[config.mk]
export PLATFORM = sky130hd
export DESIGN_NAME = imem_arbiter_flat
export DESIGN_NICKNAME = d
export VERILOG_FILES = /design/src/rtl/imem_arbiter_pkg.sv /design/src/rtl/imem_arbiter_if.sv /design/src/rtl/imem_arbiter.sv /design/src/flat_wrapper.sv
export SDC_FILE = /design/constraint.sdc
export NUM_CORES = 1
export LEC_CHECK = 0
export BUFFER_PORTS_ARGS = -buffer_cell sky130_fd_sc_hd__buf_2
export CAP_MARGIN = 20
export CORE_AREA = 4 4 118 120
export DETAILED_ROUTE_END_ITERATION = 8
export DIE_AREA = 0 0 122 124
export MAX_ROUTING_LAYER = met4
export PLACE_DENSITY_LB_ADDON = 0.3
export SLEW_MARGIN = 20
export SYNTH_ARGS = -nofsm -noshare
export SYNTH_HDL_FRONTEND = slang
export SYNTH_SLANG_ARGS = --single-unit
[constraint.sdc]
create_clock -name sys_clk_i -period 3.7 [get_ports sys_clk_i]
set_input_delay 0.74 -clock sys_clk_i [delete_from_list [all_inputs] [get_ports sys_clk_i]]
set_output_delay 0.74 -clock sys_clk_i [all_outputs]
set_load 0.02 [all_outputs]
[src/rtl/imem_arbiter_pkg.sv]
// Shared bus definitions for the program/data RAM arbiter.
// State encoding, requester IDs and RAM geometry.
package cpu_bus_pkg;

  localparam int ADDR_W_DFLT = 14;
  localparam int RAM_WORDS   = 1 << ADDR_W_DFLT;

  localparam logic [1:0] S_IDLE  = 2'd0;
  localparam logic [1:0] S_IF_RD = 2'd1;
  localparam logic [1:0] S_D_RD  = 2'd2;
  localparam logic [1:0] S_LOAD  = 2'd3;

  typedef enum logic [1:0] {
    REQ_NONE,
    REQ_IF,
    REQ_D,
    REQ_LD
  } req_id_e;

endpackage

[src/rtl/imem_arbiter_if.sv]
// Requester-side bus of the RAM arbiter: fetch, data, loader,
// plus the stall/fault status returned to the core.
interface imem_arbiter_if #(
  parameter int ADDR_W = 14
);

  logic              if_req;
  logic [31:0]       if_addr;
  logic              if_gnt;
  logic              if_rvalid;
  logic [31:0]       if_rdata;

  logic              d_req;
  logic              d_we;
  logic [3:0]        d_be;
  logic [31:0]       d_addr;
  logic [31:0]       d_wdata;
  logic              d_gnt;
  logic              d_rvalid;
  logic [31:0]       d_rdata;

  logic              ld_active;
  logic              ld_we;
  logic [ADDR_W-1:0] ld_addr;
  logic [31:0]       ld_wdata;

  logic              stall;
  logic              fault;

  modport slave (
    input  if_req, if_addr,
    output if_gnt, if_rvalid, if_rdata,
    input  d_req, d_we, d_be, d_addr, d_wdata,
    output d_gnt, d_rvalid, d_rdata,
    input  ld_active, ld_we, ld_addr, ld_wdata,
    output stall, fault
  );

  modport master (
    output if_req, if_addr,
    input  if_gnt, if_rvalid, if_rdata,
    output d_req, d_we, d_be, d_addr, d_wdata,
    input  d_gnt, d_rvalid, d_rdata,
    output ld_active, ld_we, ld_addr, ld_wdata,
    input  stall, fault
  );

endinterface

[src/rtl/imem_arbiter.sv]
// Single-port RAM arbiter: data > fetch with a starvation
// override for fetch; the boot loader owns the RAM while active.
module imem_arbiter
  import cpu_bus_pkg::*;
#(
  parameter int ADDR_W       = 14,
  parameter int STARVE_LIMIT = 4
) (
  input  logic              sys_clk_i,
  input  logic              rst_i,
  imem_arbiter_if.slave     bus,
  output logic              mem_en_o,
  output logic [3:0]        mem_we_o,
  output logic [ADDR_W-1:0] mem_addr_o,
  output logic [31:0]       mem_wdata_o,
  input  logic [31:0]       mem_rdata_i
);

  localparam int SW = $clog2(STARVE_LIMIT + 1);

  logic [1:0]    state_q, state_d;
  logic [SW-1:0] starve_q, starve_d;
  logic          rd_fault_q, rd_fault_d;

  logic          run;
  logic          ld_own;
  logic          starve_hit;
  logic          if_gnt;
  logic          d_gnt;
  logic [31:0]   sel_addr;
  logic          oor;
  req_id_e       owner;
  logic          unused_addr_lo;

  // Outputs are held quiet while reset is asserted.
  assign run        = !rst_i;
  assign ld_own     = run & (bus.ld_active | (state_q == S_LOAD));
  assign starve_hit = (starve_q == SW'(STARVE_LIMIT));

  assign if_gnt = run & !ld_own & bus.if_req
                & (starve_hit | !bus.d_req);
  assign d_gnt  = run & !ld_own & bus.d_req & !if_gnt;

  // Pick the single owner of the RAM this cycle.
  always_comb begin
    owner = REQ_NONE;
    unique case (1'b1)
      ld_own:  owner = REQ_LD;
      if_gnt:  owner = REQ_IF;
      d_gnt:   owner = REQ_D;
      default: owner = REQ_NONE;
    endcase
  end

  assign sel_addr       = (owner == REQ_D) ? bus.d_addr
                                           : bus.if_addr;
  assign oor            = |sel_addr[31:ADDR_W+2];
  assign unused_addr_lo = ^sel_addr[1:0];

  // Drive the RAM port from the current owner; out-of-range
  // accesses are granted but never reach the macro.
  always_comb begin
    mem_en_o    = 1'b0;
    mem_we_o    = 4'h0;
    mem_addr_o  = '0;
    mem_wdata_o = '0;
    unique case (owner)
      REQ_LD: begin
        mem_en_o    = bus.ld_we;
        mem_we_o    = {4{bus.ld_we}};
        mem_addr_o  = bus.ld_addr;
        mem_wdata_o = bus.ld_wdata;
      end
      REQ_IF: begin
        mem_en_o   = !oor;
        mem_addr_o = sel_addr[ADDR_W+1:2];
      end
      REQ_D: begin
        mem_en_o    = !oor;
        mem_we_o    = (bus.d_we & !oor) ? bus.d_be : 4'h0;
        mem_addr_o  = sel_addr[ADDR_W+1:2];
        mem_wdata_o = bus.d_wdata;
      end
      default: ;
    endcase
  end

  // Track who owns the read in flight and loader ownership.
  always_comb begin
    state_d    = S_IDLE;
    rd_fault_d = 1'b0;
    if (bus.ld_active) begin
      state_d = S_LOAD;
    end else if (state_q == S_LOAD) begin
      state_d = S_IDLE;
    end else if (if_gnt) begin
      state_d    = S_IF_RD;
      rd_fault_d = oor;
    end else if (d_gnt & !bus.d_we) begin
      state_d    = S_D_RD;
      rd_fault_d = oor;
    end
  end

  // Count lost fetch arbitrations, saturating at the limit.
  always_comb begin
    starve_d = starve_q;
    if (if_gnt) begin
      starve_d = '0;
    end else if (bus.if_req & !starve_hit) begin
      starve_d = starve_q + SW'(1);
    end
  end

  // State registers.
  always_ff @(posedge sys_clk_i) begin
    if (rst_i) begin
      state_q    <= S_IDLE;
      starve_q   <= '0;
      rd_fault_q <= 1'b0;
    end else begin
      state_q    <= state_d;
      starve_q   <= starve_d;
      rd_fault_q <= rd_fault_d;
    end
  end

  assign bus.if_gnt = if_gnt;
  assign bus.d_gnt  = d_gnt;
  assign bus.fault  = (if_gnt | d_gnt) & oor;

  assign bus.if_rvalid = run & (state_q == S_IF_RD);
  assign bus.d_rvalid  = run & (state_q == S_D_RD);

  assign bus.if_rdata = (bus.if_rvalid & !rd_fault_q)
                      ? mem_rdata_i : 32'h0;
  assign bus.d_rdata  = (bus.d_rvalid & !rd_fault_q)
                      ? mem_rdata_i : 32'h0;

  assign bus.stall = run & ((bus.if_req & !if_gnt)
                          | (bus.d_req & !d_gnt)
                          | (state_q == S_LOAD)
                          | bus.ld_active);

endmodule

[src/flat_wrapper.sv]
// flat-port wrapper written by rule: the top's interface ports become plain ports
module imem_arbiter_flat import cpu_bus_pkg::*;
#(
  parameter int ADDR_W       = 14,
  parameter int STARVE_LIMIT = 4
)
  (sys_clk_i, rst_i, mem_en_o, mem_we_o, mem_addr_o, mem_wdata_o, mem_rdata_i, bus_if_req, bus_if_addr, bus_if_gnt, bus_if_rvalid, bus_if_rdata, bus_d_req, bus_d_we, bus_d_be, bus_d_addr, bus_d_wdata, bus_d_gnt, bus_d_rvalid, bus_d_rdata, bus_ld_active, bus_ld_we, bus_ld_addr, bus_ld_wdata, bus_stall, bus_fault);
  imem_arbiter_if #(.ADDR_W(ADDR_W)) bus_i ();
  input  logic sys_clk_i;
  input  logic rst_i;
  output logic mem_en_o;
  output logic [3:0] mem_we_o;
  output logic [ADDR_W-1:0] mem_addr_o;
  output logic [31:0] mem_wdata_o;
  input  logic [31:0] mem_rdata_i;
  input wire logic [$bits(bus_i.if_req)-1:0] bus_if_req;
  input wire logic [$bits(bus_i.if_addr)-1:0] bus_if_addr;
  output wire logic [$bits(bus_i.if_gnt)-1:0] bus_if_gnt;
  output wire logic [$bits(bus_i.if_rvalid)-1:0] bus_if_rvalid;
  output wire logic [$bits(bus_i.if_rdata)-1:0] bus_if_rdata;
  input wire logic [$bits(bus_i.d_req)-1:0] bus_d_req;
  input wire logic [$bits(bus_i.d_we)-1:0] bus_d_we;
  input wire logic [$bits(bus_i.d_be)-1:0] bus_d_be;
  input wire logic [$bits(bus_i.d_addr)-1:0] bus_d_addr;
  input wire logic [$bits(bus_i.d_wdata)-1:0] bus_d_wdata;
  output wire logic [$bits(bus_i.d_gnt)-1:0] bus_d_gnt;
  output wire logic [$bits(bus_i.d_rvalid)-1:0] bus_d_rvalid;
  output wire logic [$bits(bus_i.d_rdata)-1:0] bus_d_rdata;
  input wire logic [$bits(bus_i.ld_active)-1:0] bus_ld_active;
  input wire logic [$bits(bus_i.ld_we)-1:0] bus_ld_we;
  input wire logic [$bits(bus_i.ld_addr)-1:0] bus_ld_addr;
  input wire logic [$bits(bus_i.ld_wdata)-1:0] bus_ld_wdata;
  output wire logic [$bits(bus_i.stall)-1:0] bus_stall;
  output wire logic [$bits(bus_i.fault)-1:0] bus_fault;
  assign bus_i.if_req = bus_if_req;
  assign bus_i.if_addr = bus_if_addr;
  assign bus_if_gnt = bus_i.if_gnt;
  assign bus_if_rvalid = bus_i.if_rvalid;
  assign bus_if_rdata = bus_i.if_rdata;
  assign bus_i.d_req = bus_d_req;
  assign bus_i.d_we = bus_d_we;
  assign bus_i.d_be = bus_d_be;
  assign bus_i.d_addr = bus_d_addr;
  assign bus_i.d_wdata = bus_d_wdata;
  assign bus_d_gnt = bus_i.d_gnt;
  assign bus_d_rvalid = bus_i.d_rvalid;
  assign bus_d_rdata = bus_i.d_rdata;
  assign bus_i.ld_active = bus_ld_active;
  assign bus_i.ld_we = bus_ld_we;
  assign bus_i.ld_addr = bus_ld_addr;
  assign bus_i.ld_wdata = bus_ld_wdata;
  assign bus_stall = bus_i.stall;
  assign bus_fault = bus_i.fault;
  imem_arbiter #(.ADDR_W(ADDR_W), .STARVE_LIMIT(STARVE_LIMIT)) u_core (.sys_clk_i(sys_clk_i), .rst_i(rst_i), .bus(bus_i), .mem_en_o(mem_en_o), .mem_we_o(mem_we_o), .mem_addr_o(mem_addr_o), .mem_wdata_o(mem_wdata_o), .mem_rdata_i(mem_rdata_i));
endmodule
==> Yosys cells after proc, flatten, opt, wreduce, memory -nomap -nowiden <==
Cells that the tools add are included.
{ "totals": {"wordCells": 62, "output_inout_bits": 121, "regBits": 6, "in_bits": 185} }
{ "classes": {"bitwise_logic": 23, "n_reduce_logical": 13, "addsub": 1, "muxes": 15, "eq_ne": 7} }
{ "ops": {"columns": ["operator", "n"], "rows": [
  ["$mux 32", 3],
  ["$pmux 32 s2", 1],
  ["$pmux 14 s2", 1],
  ["$and 1x1->1", 17],
  ["$reduce_or 16->1", 1],
  ["$logic_not 1->1", 9],
  ["$eq 2x2->1 const B", 4],
  ["$mux 2", 4],
  ["$pmux 4 s2", 1],
  ["$or 1x1->1", 6],
  ["$pmux 2 s3", 1],
  ["$eq 2x1->1 const B", 2],
  ["$mux 4", 1],
  ["$reduce_or 2->1", 2],
  ["$add 3x1->3 const B", 1],
  ["$eq 3x3->1 const B", 1],
  ["$reduce_or 3->1", 1],
  ["$mux 1", 2],
  ["$pmux 1 s2", 1]
]} }

==> Logic depth before layout (Yosys ltp) <==
Gate-level depths: netlist (run 1).
{ "logic_depth": {"ltp_word": 17, "ltp_mapped": 14, "depth_no_buf": 11} }

==> Worst setup path after synthesis (run 1) <==
Ideal clock, no wire load.
{ "synth_timing": {"path_type": "input-to-output", "from": "input rst_i", "to": "output mem_addr_o[10]", "t_arrival_ns": 2.616, "stages": 10, "path_buffers": 2, "required_ns": 2.960, "slack_ns": 0.344, "cell_sequence": "buf_6 > a211oi_2 > nand2_1 > a31o_1 > inv_1 > nor2_1 > ha_1 > clkbuf_1 > a22oi_1 > nor2_1"} }
{ "synth_via": {"elab_chain_cells": 12, "word_cells_on_any_way": 16, "classes_between": "3 x eq/ne; 3 x mux; 6 x bitwise; 4 x reduce/logical"} }
{ "synth_rtl": {"columns": ["item", "line_no", "rtl"], "rows": [
  ["start: declaration", "flat_wrapper.sv:10", "input logic rst_i;"],
  ["$logic_not 1->1 (*)", "imem_arbiter.sv:36", "assign run = !rst_i;"],
  ["$and 1x1->1", "imem_arbiter.sv:37", "assign ld_own = run & (bus.ld_active | (state_q == S_LOAD));"],
  ["$logic_not 1->1", "imem_arbiter.sv:40, imem_arbiter.sv:42", null],
  ["$and 1x1->1 (*)", "imem_arbiter.sv:40, imem_arbiter.sv:42", null],
  ["$and 1x1->1", "imem_arbiter.sv:40", "assign if_gnt = run & !ld_own & bus.if_req"],
  ["$and 1x1->1", "imem_arbiter.sv:41", "& (starve_hit | !bus.d_req);"],
  ["$logic_not 1->1", "imem_arbiter.sv:42", "assign d_gnt = run & !ld_own & bus.d_req & !if_gnt;"],
  ["$and 1x1->1 (*)", "imem_arbiter.sv:42", null],
  ["via bus_d_gnt", "flat_wrapper.sv:26", "output wire logic [$bits(bus_i.d_gnt)-1:0] bus_d_gnt;"],
  ["$pmux 2 s3 (*)", "imem_arbiter.sv:47", "unique case (1'b1)"],
  ["$eq 2x2->1 / $eq 2x1->1 (equally long branches)", "imem_arbiter.sv:55, imem_arbiter.sv:67", null],
  ["$mux 32 / $reduce_or 2->1 (equally long branches)", null, null],
  ["$pmux 14 s2 (*)", "imem_arbiter.sv:67", "unique case (owner)"],
  ["end: declaration", "flat_wrapper.sv:13", "output logic [ADDR_W-1:0] mem_addr_o;"]
]} }
The timed path passes the listed nets; every way through them passes the cells marked *.

==> Final worst setup path (run 1) <==
{ "layout_timing": {"from": "input rst_i", "to": "output mem_we_o[1]"} }
{ "layout_via": {"elab_chain_cells": 16, "word_cells_on_any_way": 18, "classes_between": "2 x eq/ne; 4 x mux; 7 x bitwise; 5 x reduce/logical"} }
{ "layout_rtl": {"columns": ["item", "line_no", "rtl"], "rows": [
  ["$logic_not 1->1 (*)", "imem_arbiter.sv:36", null],
  ["$and 1x1->1", "imem_arbiter.sv:37", null],
  ["$logic_not 1->1", "imem_arbiter.sv:40, imem_arbiter.sv:42", null],
  ["$and 1x1->1", "imem_arbiter.sv:40, imem_arbiter.sv:42", null],
  ["$and 1x1->1", "imem_arbiter.sv:40", null],
  ["$and 1x1->1", "imem_arbiter.sv:41", null],
  ["$logic_not 1->1", "imem_arbiter.sv:42", null],
  ["$and 1x1->1", "imem_arbiter.sv:42", null],
  ["$pmux 2 s3 (*)", "imem_arbiter.sv:47", null],
  ["$eq 2x2->1", "imem_arbiter.sv:55, imem_arbiter.sv:67", null],
  ["$mux 32", "imem_arbiter.sv:55", "assign sel_addr = (owner == REQ_D) ? bus.d_addr"],
  ["$reduce_or 16->1", "imem_arbiter.sv:57", "assign oor = |sel_addr[31:ADDR_W+2];"],
  ["$logic_not 1->1", "imem_arbiter.sv:80", "mem_we_o = (bus.d_we & !oor) ? bus.d_be : 4'h0;"],
  ["$and 1x1->1", "imem_arbiter.sv:80", null],
  ["$mux 4", "imem_arbiter.sv:80", null],
  ["$pmux 4 s2 (*)", "imem_arbiter.sv:67", null],
  ["end: declaration", "flat_wrapper.sv:12", "output logic [3:0] mem_we_o;"]
]} }
Mark *: on every way between the ends. The rest lies on a longest branch, timed or not.

==> impl_metrics.ini, run 1 <==
[clocking]
cts_buffers = 3
clk_path_buf_depth = 2
cts_tree = built
path_clk_slew_ps = 30
cts_resized = 0
cts_setup_buffers = 0
root_buffer = clkbuf_16
ctsHoldBuffers = 0
htree_num_levels = 1
clock_latency_ps = 230
clock-sinks = 6

[floorplan]
boundaryPins = 306
die_w_um = 122
fp-row-count = 42
die-area_um2 = 15100
die_h_um = 124
placeableCoreArea_um2 = 13000
start_util_pct = 13.4

[setup_path]
startpoint_type = input port
required_ps = 2960
worst_path_largest_cell_delay_ps = 260
cpLargestDelayFamily = compound AO/OA/AOI/OAI gates
cp_num_buf_inv = 3
cp_common_cell = buf_2
slowest_stage = a211oi_2
cp-startpoint = rst_i
crit_type = input port to output pin
path_max_fanout = 21
path_cells = buf_2, a211oi_2, nand2_1, a31o_1, o21ai_0, ha_2, buf_12, nand4b_1, nor2_4, a41o_1, buf_2
worstPathArrival_ps = 2690
reg2reg_from = u_core.starve_q[0]$_SDFFE_PP0P_
end_kind = output pin

[timing]
hold_slack_ps = 557
rsz0062_at_grt = false
slew_viol_final = 0
finalSetupTns_ps = 0
fmaxAchievable_mhz = 292
fin_crit_ps = 3430
skew_ps = 2.94
period_share_pct = 92.6
relSlewSlack_pct = 78.4
report.final.hold_viol_count = 0
worst_pin_slew_ps = 324
setup_violations = 0

[yosys]
synth_cell_types = 38
synth_ff_type = dfxtp_1
syn_area_per_cell_um2 = 7.57
ys_ff_latch = 6
async_flop_share_pct = 0
synth-edff-count = 0
ys.warnings.count = 0
synth_area_um2 = 1740
yosysTopAreaCellShare_pct = 23.4
yosysTopAreaCell = and2_1
synthTopCellsByArea = and2_1 23%, a22o_1 16%, dfxtp_1 6.9%
ys_seq_area_share_pct = 6.90
synth_fp_nets = 419
synthCells = 230

[pwr]
switchingPower_w = 0.000290
swShare_pct = 41.5
p_seq_share_pct = 10.5
power.density_nw_per_um2 = 202
clkPwrFrac_pct = 25.3
pwr-share-comb_pct = 64.2
internal-power_w = 0.000408
vdd_ir_drop_max_mv = 0.0934
leakagePower_nw = 2.08

[job]
cap_viol_max_count = 0

[grt]
grt_max_degree = 33
use_met3_pct = 2.18
grt_pass1_wl_mm = 13.0
globalRouteMet2Util_pct = 22.2
top_usage_layer = met2
overflow = 0
grtUsageMet1_pct = 10.6
grt_pass1_vias = 2703
grt_usage_pct = 11.0
antenna_found_initial = 2

[drt]
drt_wl_total_mm = 9.56
dr_total_vias = 2892
drc_errors = 0
ant_nets = 0
wl_per_cell_um = 13.7
drtPass1Iterations = 4
detailedRoute.firstIterationViolations = 38
viasPerCell = 4.14

[final_layout]
area.growth.synth_to_final_pct = 98.7
final_layout_size_suffix_gt1_share_pct = 63.0
design_area_um2 = 3460
mostFrequentLayoutCells = 301 x buf_2, 65 x and2_1, 32 x a22o_1
n_fill_cell = 1444
finalNetCount = 712
layout_commonest_cell = buf_2

[place]
placed_area_um2 = 3380
dpl.hpwl_mm = 8.42
portBuffers = 301
place_congestion = 0.794

[run_status]
status = finished clean

[hold_path]
hold_class = register to register
worst_hold_startpoint = u_core.starve_q[1]$_SDFFE_PP0P_
-- registers in the layout, summed over array words and instances (netlist names) --
signal and cells:
u_core.state_q 2, u_core.starve_q 3, u_core.rd_fault_q 1
-- synthesized netlist by cell type, types with 5 or more instances --
cell type / count
a22o_1: 32
a22oi_1: 14
and2_1: 65
buf_6: 10
clkbuf_1: 5
dfxtp_1: 6
mux2_1: 10
nand2_1: 7
nor2_1: 18
nor3_1: 9
-- worst min-delay path, stage by stage (launching register included) --
cell     delay, ps
dfxtp_1        310
mux2i_1        140
nor3_1          60
-- power groups by stage --
stage          Combinational (W)  Clock [W]  Sequential, W
2_1_floorplan           0.000256          0      0.0000736
3_3_place_gp            0.000447          0      0.0000741
3_5_place_dp            0.000453          0      0.0000744
4_1_cts                 0.000455   0.000183      0.0000734
5_1_grt                 0.000489   0.000183      0.0000740
6_report                0.000448   0.000176      0.0000734
-- layout make-up --
cell class	count	area (um^2)	area share (%)
repair buffers	309	1580	45.7
inverters	4	15.0	0.434
multi-input cells	199	1440	41.8
diodes	2	5.00	0.145
flip-flops and latches	6	120	3.47
well taps	176	220	6.37
clock buffers	3	75.1	2.17
-- kinds of logic (layout without fill, tap and decap cells) --
kind of cell / Yosys count / count (layout) / share of synthesized area, %
buf+inv: 25 / 316 / 10.6
compound gates: 60 / 60 / 28.5
other cells: 0 / 2 / 0
mux: 15 / 15 / 9.63
simple gates: 118 / 118 / 40.5
xor+xnor: 2 / 2 / 1.01
flops: 6 / 6 / 6.90
fa+ha+maj: 4 / 4 / 2.88
-- final timing paths --
| check | slack (ps) | endpoint | cells after the start |
|---|---|---|---|
| worst min register to register | 560 | u_core.starve_q[1]$_SDFFE_PP0P_ | 2 |
| worst min-delay path | 560 | u_core.starve_q[1]$_SDFFE_PP0P_ | 2 |
| worst max-delay path | 270 | mem_we_o[1] | 11 |
| worst max register to register | 1500 | u_core.rd_fault_q$_SDFF_PP0_ | 11 |
-- metrics by stage --
stage | cells | worst slack [ps] | power, W | util [%]
floorplan | 230 | 344 | 0.000329 | -
global placement | 694 | 256 | 0.000521 | 26.0
detailed placement | 694 | 237 | 0.000528 | 26.0
CTS | 697 | 223 | 0.000711 | 26.6
global route | 699 | 33.7 | 0.000746 | 26.6
finish | 699 | 274 | 0.000698 | 26.6
-- per-layer routing --
metal  vias up  wire [um]
met3         8       1070
met2       187       5110
met4         0         93
li1       1416          -
met5         -          0
met1      1281       3290
(Power assumes the default switching activity.)
==> inputs of run 2 (changes only) <==
Settings changed: BUFFER_PORTS_ARGS -buffer_cell sky130_fd_sc_hd__buf_2 to unset, CORE_AREA 4 4 118 120 to 4 4 117 119, DIE_AREA 0 0 122 124 to 0 0 121 123, DONT_BUFFER_PORTS set to 1, PLACE_DENSITY set to 0.3, PLACE_DENSITY_LB_ADDON 0.3 to unset.
==> run 2 against run 1 <==
Critical path depth is 1 lower. Via count is 36% lower. Combinational power is 31% lower. Sequential share of layout area is 2.5 points higher. Sequential cell count stayed put. Clock skew hardly changed. Highest routed layer unchanged. Non-clock buffer count is 293 lower. Global-route usage is 0.13 points lower. Final cell count is 43% lower. Worst setup slack worse by 97 ps. First-iteration DRC count is 18% lower.
==> impl_metrics.ini, run 2 (same netlist as run 1, synthesis figures left out) <==
[pwr]
leakagePower_nw = 0.789
vdd_ir_drop_max_mv = 0.147
power.density_nw_per_um2 = 277

[floorplan]
placeableCoreArea_um2 = 12600
start_util_pct = 13.8
die_w_um = 121
die-area_um2 = 14900
die_h_um = 123
fp-row-count = 41
boundaryPins = 306

[drt]
wl_per_cell_um = 23.4
dr_total_vias = 1852
ant_nets = 0
drt_wl_total_mm = 9.34
drtPass1Iterations = 4
drc_errors = 0
detailedRoute.firstIterationViolations = 31
viasPerCell = 4.63

[timing]
fin_crit_ps = 3520
finalSetupTns_ps = 0
fmaxAchievable_mhz = 284
worst_pin_slew_ps = 498
fin_ws_ps = 178
rsz0062_at_grt = false
report.final.hold_viol_count = 0
skew_ps = 3.32
relSlewSlack_pct = 66.6
setup_violations = 0
period_share_pct = 95.2
slew_viol_final = 0

[grt]
grt_pass1_vias = 1790
antenna_found_initial = 0
grt_usage_pct = 10.9
overflow = 0
grt_max_degree = 48
grt_pass1_wl_mm = 11.7

[clocking]
htree_num_levels = 1
clock_latency_ps = 220
clk_path_buf_depth = 2
cts_buffers = 3
ctsHoldBuffers = 0
root_buffer = clkbuf_16
cts_resized = 0
path_clk_slew_ps = 30
cts_setup_buffers = 0
clock-sinks = 6
cts_tree = built

[job]
cap_viol_max_count = 0

[hold_path]
hold_class = register to register

[setup_path]
cpLargestDelayFamily = compound AO/OA/AOI/OAI gates
startpoint_type = input port
worstPathArrival_ps = 2780
required_ps = 2960
worst_path_largest_cell_delay_ps = 360
path_max_fanout = 44
slowest_stage = mux2_2
cp_num_buf_inv = 2
end_kind = output pin
crit_type = input port to output pin
path_cells = a211oi_2, nand2_1, a31o_1, o21ai_0, ha_2, buf_12, mux2_2, a22oi_1, nor2_1, buf_4

[run_status]
status = finished clean

[place]
place_congestion = 0.759
dp_slack_ps = 147
dpl.hpwl_mm = 8.53
portBuffers = 0
placed_area_um2 = 1930

[final_layout]
largest_reg_flops = 3
top_register = u_core.starve_q
n_antenna_cell = 0
layout_commonest_cell = and2_1
mostFrequentLayoutCells = 65 x and2_1, 32 x a22o_1, 18 x nor2_1
top_regs = u_core.starve_q (3), u_core.state_q (2), u_core.rd_fault_q (1)
finalNetCount = 419
design_area_um2 = 2000
final_layout_size_suffix_gt1_share_pct = 15.4
area.growth.synth_to_final_pct = 15.0
==> run 2: cell types whose count changed in the layout (fill, tap and decap cells not counted) <==
cell | previous run | this run
buf_2 | 301 | 0
diode_2 | 2 | 0
buf_4 | 7 | 15
==> run 2: where the power goes <==
group	switching (W)	internal, W	total (W)
Combinational	0.000210	0.0000999	0.000309
Clock	0.0000326	0.000138	0.000171
Sequential	0.00000398	0.0000696	0.0000736
Total	0.000246	0.000308	0.000554
==> run 2: worst register-to-register path, delay by kind of cell, from the launching register on <==
| family | cells | cell delay, ps |
|---|---|---|
| compound gates | 1 | 220 |
| fa+ha+maj | 2 | 440 |
| buf+inv | 2 | 260 |
| flops | 1 | 310 |
| simple gates | 7 | 830 |
==> run 2: final cells by class <==
type / count / area (um^2)
clock buffer: 3 / 75.1
sequential: 6 / 120
fill: 1422 / 10600
tap: 172 / 215
multi-input combinational: 199 / 1440
timing repair buffer: 16 / 133
inverter: 4 / 15.0
==> run 2: path summary, 6_finish.rpt <==
check | start | to | slack [ps] | cells past startpoint
setup reg to reg | u_core.starve_q[0]$_SDFFE_PP0P_ | u_core.rd_fault_q$_SDFF_PP0_ | 1550 | 12
hold reg to reg | u_core.starve_q[1]$_SDFFE_PP0P_ | u_core.starve_q[1]$_SDFFE_PP0P_ | 560 | 2
hold / removal | u_core.starve_q[1]$_SDFFE_PP0P_ | u_core.starve_q[1]$_SDFFE_PP0P_ | 560 | 2
setup / recovery | rst_i | mem_addr_o[0] | 180 | 10
==> run 2: routing by layer <==
metal  vias to the layer above  wire [um]  GRT usage (%)
met4                         0         74          0.992
met1                       841       3090           10.7
met2                       183       5170           22.6
li1                        824          -              -
met3                         4       1010           2.15
met5                         -          0              -
==> run 2: per-stage QoR <==
stage | std cells | hold slack (ps) | total power [W] | util [%]
after global routing | 400 | 589 | 0.000586 | 15.9
after global placement | 397 | 543 | 0.000391 | 15.3
final | 400 | 557 | 0.000554 | 15.9
after floorplan | 230 | 520 | 0.000329 | -
after detailed placement | 397 | 543 | 0.000393 | 15.3
after CTS | 400 | 552 | 0.000567 | 15.9
